<file path="src/rtl/btn_tx_queue.sv">
// rtl/btn_tx_queue.sv - button-press byte queue feeding the UART transmitter
//
// Captures data_sw into a small circular FIFO on each debounced one_shot
// pulse. It drains the FIFO to the UART TX one byte per frame, using a
// tx_start / tx_busy handshake.
//
// Ports:
//   clk       system clock
//   rst       asynchronous active-high reset
//   one_shot  push request (one cycle per button press)
//   data_sw   switch byte captured on one_shot
//   tx_busy   UART TX frame in progress
//   tx_start  one-cycle start pulse to UART TX
//   tx_data   byte to transmit; held from one tx_start to the next
//   full      registered count==DEPTH
//   empty     registered count==0
//   drop_cnt  pushes lost while full, saturating at 255

module btn_tx_queue #(
    parameter int DATA_W = 8,
    parameter int DEPTH  = 4,
    parameter int ADDR_W = 2,
    parameter int ACK_TO = 16
) (
    input  logic              clk,
    input  logic              rst,
    input  logic              one_shot,
    input  logic [DATA_W-1:0] data_sw,
    input  logic              tx_busy,
    output logic              tx_start,
    output logic [DATA_W-1:0] tx_data,
    output logic              full,
    output logic              empty,
    output logic [7:0]        drop_cnt
);

    localparam int TO_W = (ACK_TO > 1) ? $clog2(ACK_TO) : 1;

    typedef enum logic [1:0] {
        S_IDLE      = 2'd0,
        S_START     = 2'd1,
        S_WAIT_ACK  = 2'd2,
        S_WAIT_DONE = 2'd3
    } state_t;

    state_t              state_q, state_d;
    logic [ADDR_W-1:0]   wr_ptr_q, wr_ptr_d;
    logic [ADDR_W-1:0]   rd_ptr_q, rd_ptr_d;
    logic [ADDR_W:0]     count_q, count_d;
    logic                full_q, full_d;
    logic                empty_q, empty_d;
    logic [7:0]          drop_cnt_q, drop_cnt_d;
    logic [TO_W-1:0]     to_cnt_q, to_cnt_d;
    logic [DATA_W-1:0]   tx_data_q, tx_data_d;
    logic [DATA_W-1:0]   mem_q [DEPTH];

    logic                push;
    logic                pop;

    // Full comes from the registered flag, so a push while full is lost
    // even if the drain frees an entry on the same edge.
    assign push = one_shot & ~full_q;
    // The FSM only enters START with a non-empty FIFO, and only START
    // decrements count. So the pop here cannot underflow.
    assign pop  = (state_q == S_START);

    // FIFO bookkeeping
    always_comb begin
        wr_ptr_d   = wr_ptr_q;
        rd_ptr_d   = rd_ptr_q;
        count_d    = count_q;
        drop_cnt_d = drop_cnt_q;

        if (push) begin
            wr_ptr_d = wr_ptr_q + ADDR_W'(1);
        end
        if (pop) begin
            rd_ptr_d = rd_ptr_q + ADDR_W'(1);
        end

        case ({push, pop})
            2'b10:   count_d = count_q + (ADDR_W+1)'(1);
            2'b01:   count_d = count_q - (ADDR_W+1)'(1);
            default: count_d = count_q;
        endcase

        if (one_shot && full_q && (drop_cnt_q != 8'hFF)) begin
            drop_cnt_d = drop_cnt_q + 8'd1;
        end

        full_d  = (count_d == (ADDR_W+1)'(DEPTH));
        empty_d = (count_d == '0);
    end

    // FSM next state
    always_comb begin
        state_d   = state_q;
        to_cnt_d  = to_cnt_q;
        tx_data_d = tx_data_q;

        case (state_q)
            S_IDLE: begin
                if (!empty_q && !tx_busy) begin
                    state_d   = S_START;
                    tx_data_d = mem_q[rd_ptr_q];
                end
            end
            S_START: begin
                state_d  = S_WAIT_ACK;
                to_cnt_d = '0;
            end
            S_WAIT_ACK: begin
                if (tx_busy) begin
                    state_d = S_WAIT_DONE;
                end else if (to_cnt_q == TO_W'(ACK_TO - 1)) begin
                    // UART never acknowledged; the byte counts as consumed.
                    state_d = S_IDLE;
                end else begin
                    to_cnt_d = to_cnt_q + TO_W'(1);
                end
            end
            S_WAIT_DONE: begin
                if (!tx_busy) begin
                    state_d = S_IDLE;
                end
            end
            default: begin
                state_d = S_IDLE;
            end
        endcase
    end

    // FSM outputs (Moore)
    always_comb begin
        tx_start = (state_q == S_START);
    end

    assign tx_data  = tx_data_q;
    assign full     = full_q;
    assign empty    = empty_q;
    assign drop_cnt = drop_cnt_q;

    // State register
    always_ff @(posedge clk or posedge rst) begin
        if (rst) begin
            state_q    <= S_IDLE;
            wr_ptr_q   <= '0;
            rd_ptr_q   <= '0;
            count_q    <= '0;
            full_q     <= 1'b0;
            empty_q    <= 1'b1;
            drop_cnt_q <= '0;
            to_cnt_q   <= '0;
            tx_data_q  <= '0;
        end else begin
            state_q    <= state_d;
            wr_ptr_q   <= wr_ptr_d;
            rd_ptr_q   <= rd_ptr_d;
            count_q    <= count_d;
            full_q     <= full_d;
            empty_q    <= empty_d;
            drop_cnt_q <= drop_cnt_d;
            to_cnt_q   <= to_cnt_d;
            tx_data_q  <= tx_data_d;
        end
    end

    // Storage array; contents are meaningless after reset because the
    // pointers and count are cleared.
    always_ff @(posedge clk) begin
        if (push) begin
            mem_q[wr_ptr_q] <= data_sw;
        end
    end

endmodule

</file>
<file path="config.mk">
export PLATFORM = sky130hd
export DESIGN_NAME = btn_tx_queue
export DESIGN_NICKNAME = d
export VERILOG_FILES = /design/src/rtl/btn_tx_queue.sv
export SDC_FILE = /design/constraint.sdc
export NUM_CORES = 1
export LEC_CHECK = 0
export ABC_AREA = 1
export CAP_MARGIN = 15
export CELL_PAD_IN_SITES_DETAIL_PLACEMENT = 0
export CELL_PAD_IN_SITES_GLOBAL_PLACEMENT = 1
export CORE_ASPECT_RATIO = 1.75
export CORE_MARGIN = 1
export CORE_UTILIZATION = 39
export CTS_CLUSTER_DIAMETER = 200
export CTS_CLUSTER_SIZE = 14
export DETAILED_ROUTE_END_ITERATION = 8
export MAX_ROUTING_LAYER = met4
export PLACE_DENSITY_LB_ADDON = 0.1
export SYNTH_ARGS = -nofsm -noshare
export SYNTH_HDL_FRONTEND = slang
export SYNTH_SLANG_ARGS = --single-unit
</file>
<file path="constraint.sdc">
create_clock -name clk -period 1.8 [get_ports clk]
set_input_delay 0.36 -clock clk [delete_from_list [all_inputs] [get_ports clk]]
set_output_delay 0.36 -clock clk [all_outputs]
set_load 0.01 [all_outputs]
</file>
==> qor.txt <==
Layout Utilization - 50.5%
Clk pin slew, worst setup/hold paths - 0.05 ns
Initial antenna violation count - 0
Width of the die - 66.9 um
Std-Cell Core Area - 7180 sq um
Total Neg Setup Slack - 0 ns
Ports - 31
Slowest cell on the critical path - dfstp_2
Part of the Yosys area used for sequential elements - 60.5%
Die Height - 116 um
Endpoint required time on the critical path - 1.44 ns
Largest net degree at the start of global routing - 32
Violation count after the first detailed-routing iteration - 78
Buf/Inv on CP - 1
Area of the die - 7720 sq um
Final critical-path share of the clock period - 96.6%
Cell chain of the critical path - clkdlybuf4s50_1
Proportion of power drawn by the clock network - 26.6%
Antenna-violating nets left - 0
Buffers inserted during post-CTS setup optimization - 0
Crit path arrival time - 1.38 ns
Via count of the first global-routing pass - 1934
Sequential Power Share - 39.0%
Most common library cell in the layout ignoring fill and taps - nand2_1
Net count, final - 359
Total number of vias - 1967
Critical path type - flop to output port
Switching power - 1.93 mW
Via density - 4.57
Slew HR - 72.0%
Clock tree from TritonCTS - done
Fill cell count - 713
Global-route usage over all layers - 16.8%
Remaining global-route overflow - 0
Global-route met1 utilization - 16.5%
Routability-driven placement congestion ratio - 0.762
Number of nets in the synthesized netlist - 311
Area growth from synthesis to layout - 26.3%
CP Launch Type - flop
Worst-Skew Late Latency - 0.32 ns
Path category of the worst min-delay check - primary input to async pin
Avg Cell Area, Syn - 9.87 sq um
Count of input and output buffers - 30
Number of slew-limit violations in the final report - 0
Top Family by Delay on Critical Path - flip-flops
DRC Markers - 0
Max_cap viols - 0
Upper clock frequency limit - 575 MHz
Unique masters post-synth - 29
Met2 usage in global routing - 28.9%
Fraction of final layout cells with drive strength greater than 1 - 15.7%
Wire length per cell - 12.4 um
Maximum fanout along the worst path - 2
Final setup skew - 0.00454 ns
Post-detailed-placement half-perimeter wirelength - 3880 um
Number of buffers created by CTS - 9
Leakage power total - 1.58 nW
Routing usage on met3 - 4.23%
Slack of the worst reg-to-reg path - 0.15 ns
Status - completed
Most frequent cells in the layout - 74 x nand2_1, 44 x nor2_1, 32 x edfxtp_1
Post-route design area - 3630 sq um
Global-route layer with the greatest usage - met2
Share of total power in combinational logic - 34.4%
Wire length reported by the detailed router - 5350 um
H-tree levels - 3
Total number of yosys warnings - 0
Placement row count - 41
Nature of the critical path endpoint - output port
Number of buffers between clock root and the deepest sink - 2
Cells after synthesis - 291
Worst-case hold slack - 0.437 ns
VDD IR-drop max - 0.791 mV
Top-area cell type share of the netlist area - 33.5%
Yosys reg bits - 63
Maximum single-stage delay on the critical path - 0.53 ns
Sw Ratio - 34.3%
Period minus WS final - 1.74 ns
Root Driver - clkbuf_16
Pre-antenna DRT Iters - 4
Top post-synthesis cells by area - edfxtp_1 33%, dfrtp_1 26%, nand2_1 9.8%
Cell Int Power - 3.70 mW
PD cells - 1550 nW/um^2
Initial cell density of the core - 40.0%
Unrepaired setup endpoints after global routing - false
Overall power - 5.63 mW
Sinks on Clock Net - 63
Hold Vio Cnt, Final - 0
Netlist area before placement - 2870 sq um
CTS hold repair buffers - 0
Library cell occupying the most area in the post-synthesis netlist - edfxtp_1
Placed Instance Area - 3350 sq um
Number of antenna repair diodes - 0
Wire length of the first global-routing pass - 8950 um
Setup-violating endpoint count in the final report - 0
Pin slew with the least headroom to its limit - 0.421 ns
kinds of logic (layout without fill, tap and decap cells):
| family | after synthesis | after routing | share of synthesized area [%] |
|---|---|---|---|
| adders and majority gates | 8 | 8 | 3.75 |
| buffers and inverters | 35 | 88 | 5.49 |
| xor gates and xnor gates | 6 | 6 | 1.83 |
| and+or+nand+nor | 154 | 154 | 24.0 |
| AOI/OAI and AO/OA | 25 | 25 | 4.44 |
| DFF | 63 | 63 | 60.5 |
routing by layer:
metal	vias up	wire, um
met5	-	0
met4	0	143
met3	9	146
met2	26	2930
met1	901	2130
li1	1031	-
power by group through the flow:
| stage | clock, mW | combinational [mW] | sequential (mW) |
|---|---|---|---|
| 2_1_floorplan | 0 | 1.31 | 2.18 |
| 3_3_place_gp | 0 | 1.92 | 2.21 |
| 3_5_place_dp | 0 | 1.95 | 2.22 |
| 4_1_cts | 1.56 | 1.94 | 2.20 |
| 5_1_grt | 1.62 | 2.24 | 2.25 |
| 6_report | 1.50 | 1.94 | 2.19 |
path summary, 6_finish.rpt:
kind | to | start | cells past startpoint
worst max-delay path | empty | empty | 1
worst max register to register | full | state_q[0] | 9
worst min register to register | tx_data[1] | tx_data[1] | 2
worst min-delay path | to_cnt_q[0] | rst | 3
max in group asynchronous | empty | rst | 3
min in group clk | tx_data[1] | tx_data[1] | 2
flip-flops by register name (all words and copies together) (netlist names):
signal / count
count_q: 3
drop_cnt: 8
empty: 1
full: 1
mem_q: 32
rd_ptr_q: 2
state_q: 2
to_cnt_q: 4
tx_data: 8
wr_ptr_q: 2
synthesized netlist by cell type (all sizes together):
cell type	n
a21oi	4
and2	1
buf	5
clkinv	1
dfrtp	30
dfstp	1
edfxtp	32
fa	1
ha	7
inv	29
nand2	83
nand3	16
nand3b	2
nand4	2
nor2	49
nor3	1
o21ai	20
o21bai	1
xnor2	2
xor2	4
repair_timing:
action,4_1_cts,5_1_grt
setup endpoints to repair,1,3
cloned,0,0
resized for setup,1,5
pin swaps,0,0
per-stage QoR:
stage,instances,setup WS (ns)
final,430,0.0612
after CTS,430,0.00743
after global placement,414,-0.221
after floorplan,291,0.0166
after global routing,430,0.0205
after detailed placement,414,-0.315
final cells by class:
| class | instances | area, sq um | area share, % |
|---|---|---|---|
| repair buffers | 42 | 402 | 11.1 |
| multi-input cells | 193 | 1000 | 27.7 |
| well taps | 86 | 108 | 2.97 |
| inverters | 30 | 115 | 3.17 |
| flip-flops and latches | 63 | 1740 | 48.0 |
| clock inverters | 4 | 22.5 | 0.621 |
| clock buffers | 12 | 236 | 6.52 |
(Power assumes the default switching activity.)
